<file path="src/rtl/mppt_pkg.sv">
// Shared types and default tuning constants for the perturb-and-observe MPPT controller.
package mppt_pkg;

  localparam int DEF_STEP          = 4;
  localparam int DEF_DUTY_MIN      = 16;
  localparam int DEF_DUTY_MAX      = 240;
  localparam int DEF_DUTY_INIT     = 128;
  localparam int DEF_SETTLE_CYCLES = 16;

  typedef enum logic [2:0] {
    IDLE,
    SETTLE,
    WAIT_SAMPLE,
    COMPUTE,
    UPDATE
  } state_t;

endpackage

</file>
<file path="src/rtl/mppt_step_sat.sv">
// Combinational duty step with clamping; reaching a limit turns the direction away from it.
module mppt_step_sat #(
  parameter int STEP     = 4,
  parameter int DUTY_MIN = 16,
  parameter int DUTY_MAX = 240
) (
  input  logic [7:0] duty,
  input  logic       dir_up,
  output logic [7:0] duty_next,
  output logic       dir_next
);

  always_comb begin
    duty_next = duty;
    dir_next  = dir_up;
    if (dir_up) begin
      if ({2'b00, duty} + 10'(STEP) >= 10'(DUTY_MAX)) begin
        duty_next = 8'(DUTY_MAX);
        dir_next  = 1'b0;
      end else begin
        duty_next = duty + 8'(STEP);
      end
    end else begin
      // landing exactly on the limit counts as saturating, so the next step leaves it
      if ({2'b00, duty} <= 10'(DUTY_MIN + STEP)) begin
        duty_next = 8'(DUTY_MIN);
        dir_next  = 1'b1;
      end else begin
        duty_next = duty - 8'(STEP);
      end
    end
  end

endmodule

</file>
<file path="src/rtl/mppt_controller.sv">
// Perturb-and-observe MPPT: settle, sample, multiply, then step duty toward rising power.
// state       | meaning
// IDLE        | tracking disabled, duty held
// SETTLE      | ignoring samples while the converter settles after a duty change
// WAIT_SAMPLE | waiting for sample_valid to capture v_in/i_in
// COMPUTE     | loading power_out with v*i
// UPDATE      | comparing against prev and stepping duty
module mppt_controller
  import mppt_pkg::*;
#(
  parameter int STEP          = DEF_STEP,
  parameter int DUTY_MIN      = DEF_DUTY_MIN,
  parameter int DUTY_MAX      = DEF_DUTY_MAX,
  parameter int DUTY_INIT     = DEF_DUTY_INIT,
  parameter int SETTLE_CYCLES = DEF_SETTLE_CYCLES
) (
  input  logic        clk,
  input  logic        reset,
  input  logic        enable,
  input  logic        sample_valid,
  input  logic [7:0]  v_in,
  input  logic [7:0]  i_in,
  output logic [7:0]  duty,
  output logic        duty_valid,
  output logic [15:0] power_out,
  output logic        dir_up,
  output logic        tracking
);

  localparam logic [15:0] SETTLE_LOAD = 16'(SETTLE_CYCLES - 1);

  state_t      state;
  logic [7:0]  v_cap;
  logic [7:0]  i_cap;
  logic [15:0] prev;
  logic [15:0] settle_cnt;
  logic        first;
  logic        step_dir;
  logic [7:0]  sat_duty;
  logic        sat_dir;

  // the first sample after IDLE has no reference, so it always probes upward
  assign step_dir = first ? 1'b1 : ((power_out < prev) ? ~dir_up : dir_up);

  mppt_step_sat #(
    .STEP    (STEP),
    .DUTY_MIN(DUTY_MIN),
    .DUTY_MAX(DUTY_MAX)
  ) u_step_sat (
    .duty     (duty),
    .dir_up   (step_dir),
    .duty_next(sat_duty),
    .dir_next (sat_dir)
  );

  always_ff @(posedge clk or posedge reset) begin
    if (reset) begin
      state      <= IDLE;
      duty       <= 8'(DUTY_INIT);
      duty_valid <= 1'b0;
      power_out  <= '0;
      prev       <= '0;
      dir_up     <= 1'b1;
      tracking   <= 1'b0;
      settle_cnt <= '0;
      first      <= 1'b1;
      v_cap      <= '0;
      i_cap      <= '0;
    end else begin
      duty_valid <= 1'b0;
      if (state != IDLE && !enable) begin
        state    <= IDLE;
        tracking <= 1'b0;
        first    <= 1'b1;
      end else begin
        case (state)
          IDLE: begin
            if (enable) begin
              state      <= SETTLE;
              tracking   <= 1'b1;
              settle_cnt <= SETTLE_LOAD;
              first      <= 1'b1;
            end
          end
          SETTLE: begin
            if (settle_cnt == '0) state <= WAIT_SAMPLE;
            else settle_cnt <= settle_cnt - 16'd1;
          end
          WAIT_SAMPLE: begin
            if (sample_valid) begin
              v_cap <= v_in;
              i_cap <= i_in;
              state <= COMPUTE;
            end
          end
          COMPUTE: begin
            power_out <= 16'(v_cap) * 16'(i_cap);
            state     <= UPDATE;
          end
          UPDATE: begin
            prev  <= power_out;
            first <= 1'b0;
            if (first || power_out != prev) begin
              duty       <= sat_duty;
              dir_up     <= sat_dir;
              duty_valid <= (sat_duty != duty);
            end
            state      <= SETTLE;
            settle_cnt <= SETTLE_LOAD;
          end
          default: state <= IDLE;
        endcase
      end
    end
  end

endmodule

</file>
<file path="config.mk">
export PLATFORM = sky130hd
export DESIGN_NAME = mppt_controller
export DESIGN_NICKNAME = d
export VERILOG_FILES = /design/src/rtl/mppt_pkg.sv /design/src/rtl/mppt_step_sat.sv /design/src/rtl/mppt_controller.sv
export SDC_FILE = /design/constraint.sdc
export NUM_CORES = 1
export LEC_CHECK = 0
export ABC_AREA = 1
export CAP_MARGIN = 25
export CORE_UTILIZATION = 35
export DETAILED_ROUTE_END_ITERATION = 10
export DONT_BUFFER_PORTS = 1
export PLACE_DENSITY_LB_ADDON = 0.25
export SLEW_MARGIN = 40
export SYNTH_ARGS = -nofsm -noshare
export SYNTH_HDL_FRONTEND = slang
export SYNTH_SLANG_ARGS = --single-unit
</file>
<file path="constraint.sdc">
create_clock -name clk -period 4.5 [get_ports clk]
set_input_delay 0.675 -clock clk [delete_from_list [all_inputs] [get_ports clk]]
set_output_delay 0.675 -clock clk [all_outputs]
set_load 0.005 [all_outputs]
</file>
==> Word level (Yosys, flattened, before mapping) <==
Cells that the tools add are included.
{ "word_totals": {"ff_bits": 79, "in_bits": 20, "elab_cells": 74, "output_inout_bits": 27} }
{ "classes": {"n_eq_ne": 11, "add_sub_neg": 4, "reduce_logical": 18, "n_bitwise": 2, "magnitude_cmp": 3, "muxes": 24, "multipliers": 1} }
{ "ops": {"columns": ["operator", "count"], "rows": [
  ["$pmux 16 s3", 1],
  ["$mux 16", 2],
  ["$mux 8", 3],
  ["$logic_not 16->1", 1],
  ["$lt 16x16->1", 1],
  ["$mul 8x8->16", 1],
  ["$ne 16x16->1", 1],
  ["$sub 16x1->16 const B", 1],
  ["$pmux 3 s5", 1],
  ["$mux 1", 12],
  ["$mux 3", 4],
  ["$ge 10x8->1 const B", 1],
  ["$add 8x3->9 const B", 1],
  ["$ne 3x3->1 const B", 3],
  ["$reduce_and 3->1", 3],
  ["$reduce_bool 3->1", 3],
  ["$add 8x3->8 const B", 1],
  ["$le 8x5->1 const B", 1],
  ["$ne 8x8->1", 1],
  ["$reduce_and 2->1", 4],
  ["$sub 8x3->8 const B", 1],
  ["$eq 3x2->1 const B", 2],
  ["$ne 2x2->1 const B", 2],
  ["$reduce_and 4->1", 1],
  ["other kinds (9)", 11]
]} }

==> Longest topological paths before layout <==
{ "logic_depth": {"word_depth": 8, "ltp_mapped": 20, "depth_no_buf": 19} }

==> Modules after synthesis <==
From an unflattened synthesis, not the netlist that was laid out.
{ "hier_totals": {"cells_unflattened": 934, "hier_area_um2": 6944.2} }
{ "modules_own_cells": {"columns": ["module", "cells_per_inst", "n_inst", "seq_area_each_um2", "area_each_um2"], "rows": [
  ["mppt_controller", 862, 1, 1980.6, 6575.1],
  ["mppt_step_sat", 72, 1, 0.0, 369.1]
]} }

==> Worst setup path after synthesis <==
OpenSTA, ideal clock, no wires.
{ "synth_path": {"path_kind": "register -> register", "start": "register v_cap[0]", "end": "register power_out[12]", "stages_incl_launch_ff": 18, "n_path_buf": 1, "required_ns": 4.369, "setup_ns": 0.131, "setup_slack_ns": 0.299, "arrival_time_ns": 4.071, "synth_period_minus_slack_ns": 4.201, "cell_sequence": "dfrtp_1 clkbuf_1 nand2_1 fa_1 fa_1 inv_1 fa_1 inv_1 fa_1 inv_1 ha_1 inv_1 o21bai_1 a31oi_1 o21ai_0 a21oi_1 xor2_1 o21ai_0"} }
{ "synth_via": {"elab_chain_cells": 1} }
{ "synth_rtl": {"columns": ["item", "line_no", "source"], "rows": [
  ["from (decl)", "mppt_controller.sv:33", "logic [7:0] v_cap;"],
  ["from (signal assigned)", "mppt_controller.sv:91", "v_cap <= v_in;"],
  ["$mul 8x8->16", "mppt_controller.sv:97", "power_out <= 16'(v_cap) * 16'(i_cap);"],
  ["to (signal assigned)", "mppt_controller.sv:97", null],
  ["to (decl)", "mppt_controller.sv:25", "output logic [15:0] power_out,"]
]} }
Every way passes these cells.
A chain may end at the register's enable or synchronous reset.

==> Worst setup path after layout <==
{ "layout_path": {"start": "register v_cap[4]", "end": "register power_out[12]"} }
Same word-level chain as after synthesis.

==> flow_metrics.env <==
export IMPL_grt_use_total_pct=15.06
export IMPL_setup_viol=0
export IMPL_setup_worst_path_end_class="register"
export IMPL_synthToLayoutAreaGrowth_pct=9.417
export IMPL_finClkSkew_ns=0.008953
export IMPL_cts_made_buffers=9
export IMPL_cp_max_fo=9
export IMPL_wirelength_um=12610
export IMPL_numPortBuffers=0
export IMPL_final_cell_mix="nand2_1, inv_1, dfrtp_1"
export IMPL_critical_path_arrival_ns=4.50
export IMPL_die_area_mm2=0.01838
export IMPL_setup_tns_final_ns=0
export IMPL_vias=4625
export IMPL_initial_core_util_pct=35.98
export IMPL_clk_path_buf_depth=2
export IMPL_ys_types=42
export IMPL_synth_seq_cells=79
export IMPL_place_congestion=0.8157
export IMPL_yosysSeqAreaShare_pct=31.72
export IMPL_clk_pin_slew_ns=0.07
export IMPL_rows=48
export IMPL_clock_fmax_ghz=0.2339
export IMPL_drt_iter0_markers=168
export IMPL_ios=47
export IMPL_synth_top_area_cell="dfrtp_1"
export IMPL_num_nets_final=889
export IMPL_crit_path_start_kind="register"
export IMPL_critPathKind="reg -> reg"
export IMPL_core_area_mm2=0.01736
export IMPL_first_pass_iters=4
export IMPL_synthesis_nets=893
export IMPL_die_h_um=135.6
export IMPL_synth_top_area_share_pct=30.45
export IMPL_yosys_warnings=0
export IMPL_place_hpwl_um=9885
export IMPL_required_ns=4.73
export IMPL_post_route_cells_drive_above_1_share_pct=9.615
export IMPL_worst_pin_slew_ns=0.5420
export IMPL_route_antenna_remaining_nets=0
export IMPL_viasPerCell=4.602
export IMPL_slew_viol_final=0
export IMPL_status="complete, no violations"
export IMPL_grt_overflow_total=0
export IMPL_ys_top_cells_by_area="dfrtp_1, ha_1, fa_1"
export IMPL_grt_setup_unrepaired="no"
export IMPL_antenna_cells=0
export IMPL_grt_pass1_vias=4513
export IMPL_routedWlPerCell_um=12.55
export IMPL_grt_pass1_wl_um=21850
export IMPL_netlist_area_mm2=0.006245
export IMPL_antenna_found_initial=0
export IMPL_slew_headroom_pct=63.78
export IMPL_htreeDepth=3
export IMPL_cts_sinks=79
export IMPL_min_path_type="in -> async"
export IMPL_cts_tree="done"
export IMPL_fillerInstances=1790
export IMPL_die_w_um=135.6
export IMPL_cap_violations=0
export IMPL_finalHoldViolations=0
export IMPL_min_period_ns=4.275
export IMPL_drc=0
export IMPL_syn_inst=779
export IMPL_clk_latency_ns=0.35
export IMPL_crit_path_start="v_cap[4]"
export IMPL_grt_max_degree=48
export IMPL_final_common_cell="nand2_1"
export IMPL_syn_area_per_cell_um2=8.016
export IMPL_post_route_period_util_pct=95.00
export IMPL_clockRootBuffer="clkbuf_16"
export IMPL_r2r_start="v_cap[4]"
critical path, cell delays in order, from the launching register on:
cell	delay [ns]
dfrtp_1	0.52
nand2_1	0.13
fa_1	0.48
fa_1	0.48
inv_1	0.05
fa_1	0.52
inv_1	0.05
fa_1	0.52
inv_1	0.04
ha_1	0.32
inv_1	0.12
o21bai_1	0.11
a31oi_1	0.25
o21ai_1	0.14
a21oi_1	0.17
xor2_1	0.15
o21ai_0	0.08
sequential cells by signal, indices dropped and copies added (netlist names):
signal / count
power_out: 16
prev: 16
settle_cnt: 16
duty: 8
i_cap: 8
v_cap: 8
state: 3
dir_up: 1
duty_valid: 1
first: 1
tracking: 1
Yosys cell counts:
master and number:
a21oi_4 1, nor2_2 5, a21o_1 4, a21oi_2 1, xor2_1 11, nor3_1 5
o21ai_1 6, a21boi_0 2, a21oi_1 26, o211ai_1 3, nor2_1 41, nand2_2 2
o21ai_0 54, ha_1 58, nand3_1 29, nor4_1 1, o21ai_2 2, dfstp_2 3
nor2_4 1, a31oi_1 4, clkinv_1 2, inv_1 164, nand3_2 3, buf_2 2
nand4_1 5, and2_1 1, a21boi_1 2, nand2_1 175, dfrtp_1 76, o21ai_4 1
or2_1 1, nor3_2 4, fa_1 36, xnor2_1 3, inv_2 1, mux2_2 16
o31ai_1 1, o2111ai_1 1, or2_2 2, o21bai_1 1, o22ai_1 1, clkbuf_1 22
what timing repair did:
item / CTS / global route
gates resized for setup: 0 / 8
endpoints found under the setup margin: 0 / 4
hold buffers: 0 / 0
setup buffers: 0 / 0
kinds of logic (layout without fill, tap and decap cells):
logic type	after synthesis	in the layout	synth area share [%]
fa+ha+maj	94	94	23.16
flops	79	79	31.72
mux	16	16	2.885
compound gates	110	110	10.04
xor+xnor	14	14	1.964
buf+inv	191	192	11.52
simple gates	275	275	18.71
path summary, 6_finish.rpt:
path | cells past startpoint | slack [ns] | end
min | 1 | 0.19 | settle_cnt[1]
max in group asynchronous | 2 | 3.48 | v_cap[3]
min reg2reg | 1 | 0.47 | settle_cnt[14]
max | 16 | 0.22 | power_out[12]
min in group clk | 1 | 0.47 | i_cap[2]
max reg2reg | 16 | 0.22 | power_out[12]
stage by stage:
stage          cells  area [µm²]  util, %  setup slack, ns  hold WS [ns]
3_5_place_dp     989        6511    37.51           0.1502        0.4635
3_3_place_gp     989        6502    37.46           0.2133        0.4558
6_report        1005        6833    39.37           0.2249        0.1897
4_1_cts         1005        6820    39.30           0.1422        0.2002
5_1_grt         1005        6833    39.37          0.01826        0.2077
2_1_floorplan    779        6245        -           0.2988        0.4406
routing by layer:
layer	up-vias	wire, µm	GRT usage, %
li1	2415	-	-
met1	2130	6077	19.51
met2	70	5714	23.95
met3	10	668	4.714
met4	0	149	4.307
met5	-	0	0
area by class of cell:
type / count / area, µm² / area share [%]
Multi-Input combinational cell: 509 / 3557 / 52.06
Tap cell: 225 / 281.5 / 4.120
Clock buffer: 9 / 225.2 / 3.296
Sequential cell: 79 / 1986 / 29.06
Inverter: 167 / 631.9 / 9.247
Clock inverter: 7 / 83.83 / 1.227
Timing Repair Buffer: 9 / 67.56 / 0.9888
Power is not shown: default switching activity piles up to over one toggle a cycle in this logic, so the estimate is an artifact.
==> RTL edit 1 (config.mk and constraints unchanged) <==
Encoding of `state_t`: now one-hot (5 bits for 5 states).
--- a/src/rtl/mppt_pkg.sv
+++ b/src/rtl/mppt_pkg.sv
@@ -9,8 +9,8 @@
 
-  typedef enum logic [2:0] {
-    IDLE,
-    SETTLE,
-    WAIT_SAMPLE,
-    COMPUTE,
-    UPDATE
+  typedef enum logic [4:0] {
+    IDLE        = 5'b00001,
+    SETTLE      = 5'b00010,
+    WAIT_SAMPLE = 5'b00100,
+    COMPUTE     = 5'b01000,
+    UPDATE      = 5'b10000
   } state_t;
Function: no difference found for any inputs over 10 cycles, from zero or initial values and one cycle with reset high; not proved beyond that.
==> RTL edit 1 against the original RTL <==
Die area increased by 2.9%. Cell count grew 4.8%. Final area grew 4.3%. Routed wire length increased by 6.4%. Sequential cell count is 2 higher. Non-clock buffer count grew 9. Setup slack got worse by 0.035 ns. Synthesized area up 3.0%. Core utilization rose by 0.30 points. Largest cell class unchanged.
==> RTL edit 1: results (changes against the original RTL) <==
<table>
<tr><th>Metric</th><th>Value</th></tr>
<tr><th colspan="2">Run status</th></tr>
<tr><td>Status</td><td>complete, no violations (unchanged)</td></tr>
<tr><th colspan="2">Logic synthesis</th></tr>
<tr><td>Distinct cell type count after synthesis</td><td>44 (was 42)</td></tr>
<tr><td>Gate Count Post-Synth</td><td>814 (was 779)</td></tr>
<tr><td>Total nets after synthesis</td><td>928 (was 893)</td></tr>
<tr><td>Top cells by area in the synthesized netlist</td><td>sky130_fd_sc_hd__dfrtp_1 (30%), sky130_fd_sc_hd__ha_1 (11%), sky130_fd_sc_hd__fa_1 (11%) (was sky130_fd_sc_hd__dfrtp_1 (30%), sky130_fd_sc_hd__ha_1 (12%), sky130_fd_sc_hd__fa_1 (12%))</td></tr>
<tr><th colspan="2">Global routing</th></tr>
<tr><td>First-pass GRT wire length</td><td>22900 µm (was 21800 µm)</td></tr>
<tr><td>Number of global-route vias before repair</td><td>4754 (was 4513)</td></tr>
<tr><td>Maximum number of pins on one net before global-route repair</td><td>56 (was 48)</td></tr>
<tr><td>Overall routing resource usage</td><td>15.6% (was 15.1%)</td></tr>
<tr><td>Met3 usage in global routing</td><td>3.79% (was 4.71%)</td></tr>
<tr><td>Met1 track demand over resource</td><td>20.4% (was 19.5%)</td></tr>
<tr><th colspan="2">Drt</th></tr>
<tr><td>Average routed wire per standard cell</td><td>12.7 µm (was 12.5 µm)</td></tr>
<tr><td>Overall routed net length</td><td>13400 µm (was 12600 µm)</td></tr>
<tr><td>DR iter-0 viols</td><td>175 (was 168)</td></tr>
<tr><td>Via/cell ratio</td><td>4.67 (was 4.60)</td></tr>
<tr><th colspan="2">Placement</th></tr>
<tr><td>Placed inst area</td><td>0.00670 mm² (was 0.00651 mm²)</td></tr>
<tr><td>Pre-CTS setup slack</td><td>0.0641 ns (was 0.150 ns)</td></tr>
<tr><td>Port Buffers</td><td>0 (unchanged)</td></tr>
<tr><td>Number of instances in the placed design</td><td>1027 (was 989)</td></tr>
<tr><td>Detailed-placement wirelength estimate</td><td>10400 µm (was 9880 µm)</td></tr>
<tr><td>Final RePlAce weighted congestion</td><td>0.856 (was 0.816)</td></tr>
<tr><th colspan="2">STA</th></tr>
<tr><td>Max-slew headroom at the worst pin</td><td>50.6% (was 63.8%)</td></tr>
<tr><td>Worst Skew</td><td>0.00644 ns (was 0.00895 ns)</td></tr>
<tr><th colspan="2">Worst setup path</th></tr>
<tr><td>Largest fanout of any net on the critical path</td><td>6 (was 9)</td></tr>
<tr><th colspan="2">Pwr</th></tr>
<tr><td>VDD IR max</td><td>0.000259 V</td></tr>
<tr><td>Switching part of the total power</td><td>46.0%</td></tr>
<tr><th colspan="2">Layout</th></tr>
<tr><td>Layout cells sized above 1</td><td>11.3% (was 9.62%)</td></tr>
</table>
==> RTL edit 1: cell types whose count changed after synthesis, sizes merged, moves of 7 or more <==
cell / change
nand2: +17
nor2: +15
nand4: +9
o21ai: -8
nand3: -7
==> RTL edit 1: final cells by class <==
type,count,area [µm²]
well taps,229,287
clock inverters,7,78.8
clock buffers,9,225
flip-flops and latches,81,2040
inverters,169,644
repair buffers,18,135
fillers,1868,10800
multi-input cells,540,3710
==> RTL edit 1: worst paths after layout <==
kind,start,endpoint,slack [ns],cells past startpoint
min reg2reg,settle_cnt[5],settle_cnt[5],0.50,1
min in group clk,v_in[0],v_cap[0],0.47,1
max,i_cap[7],power_out[15],0.19,17
max in group asynchronous,reset,duty[7],3.51,2
min,reset,duty[4],0.21,1
max reg2reg,i_cap[7],power_out[15],0.19,17
==> RTL edit 1: power groups by stage <==
stage          clock network, W  registers, W  logic [W]
2_1_floorplan                 0      0.000996    0.00169
5_1_grt                0.000815       0.00118    0.00248
3_5_place_dp                  0       0.00117    0.00199
3_3_place_gp                  0       0.00116    0.00199
4_1_cts                0.000795       0.00115    0.00202
6_report               0.000761       0.00115    0.00208
==> RTL edit 1: what timing repair did <==
action | CTS | global route
endpoints found under the setup margin | 0 | 5
setup buffers | 0 | 10
gates resized for setup | 0 | 15
==> RTL edit 1: cell families (layout without fill, tap and decap cells) <==
logic type,after synthesis,in the layout,synth area share [%]
xor+xnor,12,12,1.63
flops,81,81,31.6
simple gates,319,319,21.6
mux,16,16,2.80
buf+inv,193,203,11.4
compound gates,99,99,8.50
fa+ha+maj,94,94,22.5
==> RTL edit 1: critical path: stages, from the launching register on <==
cell and delay, ns:
sky130_fd_sc_hd__dfrtp_1 0.42, sky130_fd_sc_hd__buf_4 0.15, sky130_fd_sc_hd__nand2_1 0.05, sky130_fd_sc_hd__inv_1 0.06, sky130_fd_sc_hd__fa_1 0.50, sky130_fd_sc_hd__fa_1 0.52, sky130_fd_sc_hd__fa_1 0.54, sky130_fd_sc_hd__inv_1 0.05
sky130_fd_sc_hd__fa_1 0.52, sky130_fd_sc_hd__inv_1 0.04, sky130_fd_sc_hd__ha_1 0.36, sky130_fd_sc_hd__a21oi_1 0.25, sky130_fd_sc_hd__o21ai_1 0.13, sky130_fd_sc_hd__nand2_1 0.08, sky130_fd_sc_hd__o2111ai_1 0.13, sky130_fd_sc_hd__or2_2 0.30
sky130_fd_sc_hd__nand3_1 0.07, sky130_fd_sc_hd__nand2_1 0.05
==> RTL edit 1: routing by layer <==
metal,wire length (µm),up-vias
met2,6170,73
met5,0,-
met3,586,13
met1,6480,2289
li1,-,2544
met4,172,0
==> RTL edit 2 (config.mk and constraints unchanged) <==
Without the edit above. `DEF_DUTY_MAX`: 240 -> 180.
--- a/src/rtl/mppt_pkg.sv
+++ b/src/rtl/mppt_pkg.sv
@@ -5,3 +5,3 @@
   localparam int DEF_DUTY_MIN      = 16;
-  localparam int DEF_DUTY_MAX      = 240;
+  localparam int DEF_DUTY_MAX      = 180;
   localparam int DEF_DUTY_INIT     = 128;
Function: same outputs for any inputs over 10 cycles, from zero or initial values and one cycle with reset high; that may be too few to reach the edited logic, so the function may still have changed.
==> RTL edit 2 against the original RTL <==
Sequential cell count is the same. Final area up 4.3%. Worst hold slack better by 0.045 ns. Critical path depth up 1. Clock skew fell by 0.0029 ns. Via count up 7.4%. Routed wire length is 7.6% higher. Largest cell class unchanged. Setup slack improved by 0.020 ns. Synthesized area is 2.4% higher. Global-route usage is 1.4 points higher.
Power is left out: the tool's default activity adds up to more than one toggle a clock period on the data nets, which glitch-free logic cannot reach.
==> RTL edit 2: results (changes against the original RTL) <==
<table>
<tr><th>Metric</th><th>Value</th></tr>
<tr><th colspan="2">Run status</th></tr>
<tr><td>Status</td><td>complete, no violations (unchanged)</td></tr>
<tr><th colspan="2">Worst setup path</th></tr>
<tr><td>Start point of the critical path</td><td>v_cap[2] (was v_cap[4])</td></tr>
<tr><td>Maximum single-stage delay on the critical path</td><td>0.54 ns (was 0.52 ns)</td></tr>
<tr><td>Depth of the most critical reg-to-reg path</td><td>17 (was 16)</td></tr>
<tr><td>Crit-path slowest cell</td><td>sky130_fd_sc_hd__fa_1 (was sky130_fd_sc_hd__dfrtp_1)</td></tr>
<tr><td>Register-to-register setup slack</td><td>0.25 ns (was 0.22 ns)</td></tr>
<tr><th colspan="2">Global routing</th></tr>
<tr><td>Met3 usage in global routing</td><td>2.94% (was 4.71%)</td></tr>
<tr><td>Met1 track demand over resource</td><td>22.1% (was 19.5%)</td></tr>
<tr><td>Met2 track demand over resource in global routing</td><td>26.3% (was 24.0%)</td></tr>
<tr><td>Overall routing resource usage</td><td>16.4% (was 15.1%)</td></tr>
<tr><td>Number of global-route vias before repair</td><td>4893 (was 4513)</td></tr>
<tr><th colspan="2">Placement</th></tr>
<tr><td>Number of instances in the placed design</td><td>1039 (was 989)</td></tr>
<tr><td>Final RePlAce weighted congestion</td><td>0.800 (was 0.816)</td></tr>
<tr><td>Pre-CTS setup slack</td><td>0.110 ns (was 0.150 ns)</td></tr>
<tr><td>Placed inst area</td><td>0.00671 mm² (was 0.00651 mm²)</td></tr>
<tr><th colspan="2">Drt</th></tr>
<tr><td>Average routed wire per standard cell</td><td>12.8 µm (was 12.5 µm)</td></tr>
<tr><td>Via/cell ratio</td><td>4.68 (was 4.60)</td></tr>
<tr><td>Detailed-routing wirelength on met1</td><td>6590 µm (was 6080 µm)</td></tr>
<tr><th colspan="2">Layout</th></tr>
<tr><td>Non-Filler Instances</td><td>1062 (was 1005)</td></tr>
<tr><td>Number of nets at the end of the flow</td><td>943 (was 889)</td></tr>
<tr><td>Layout cells sized above 1</td><td>11.8% (was 9.62%)</td></tr>
<tr><th colspan="2">Logic synthesis</th></tr>
<tr><td>Share of the synthesized area in compound gates (AO/OA/AOI/OAI)</td><td>9.53% (was 10.0%)</td></tr>
<tr><td>Mux contribution to synthesized area</td><td>2.82% (was 2.89%)</td></tr>
<tr><td>Sequential fraction of the synthesis area</td><td>31.0% (was 31.7%)</td></tr>
<tr><td>Commonest cells post-synth</td><td>sky130_fd_sc_hd__nand2_1 (193), sky130_fd_sc_hd__inv_1 (168), sky130_fd_sc_hd__dfrtp_1 (76) (was sky130_fd_sc_hd__nand2_1 (175), sky130_fd_sc_hd__inv_1 (164), sky130_fd_sc_hd__dfrtp_1 (76))</td></tr>
<tr><th colspan="2">STA</th></tr>
<tr><td>Max-slew headroom at the worst pin</td><td>59.0% (was 63.8%)</td></tr>
<tr><td>Final period util</td><td>94.6% (was 95.0%)</td></tr>
</table>
-- RTL edit 2: changes by cell type in the layout (fill, tap and decap cells not counted), sizes merged, moves of 4 or more --
cell    delta
a21oi     +10
a21boi     -4
inv        +5
nor2       +7
nand2     +22
buf       +13
xor2       -4
-- RTL edit 2: layout make-up --
cell class | count | area [µm²]
clock buffer | 10 | 229
multi-input combinational | 543 | 3710
inverter | 173 | 654
fill | 1903 | 10800
sequential | 79 | 1990
tap | 229 | 287
timing repair buffer | 22 | 169
clock inverter | 6 | 92.6
-- RTL edit 2: repair_timing --
| item | CTS | global route |
|---|---|---|
| endpoints found under the setup margin | 0 | 3 |
| setup buffers | 0 | 7 |
| resized for setup | 0 | 16 |
-- RTL edit 2: kinds of logic after synthesis --
family / after synthesis
mux: 16
flops: 79
fa+ha+maj: 95
buf+inv: 199
compound gates: 113
xor+xnor: 10
simple gates: 309
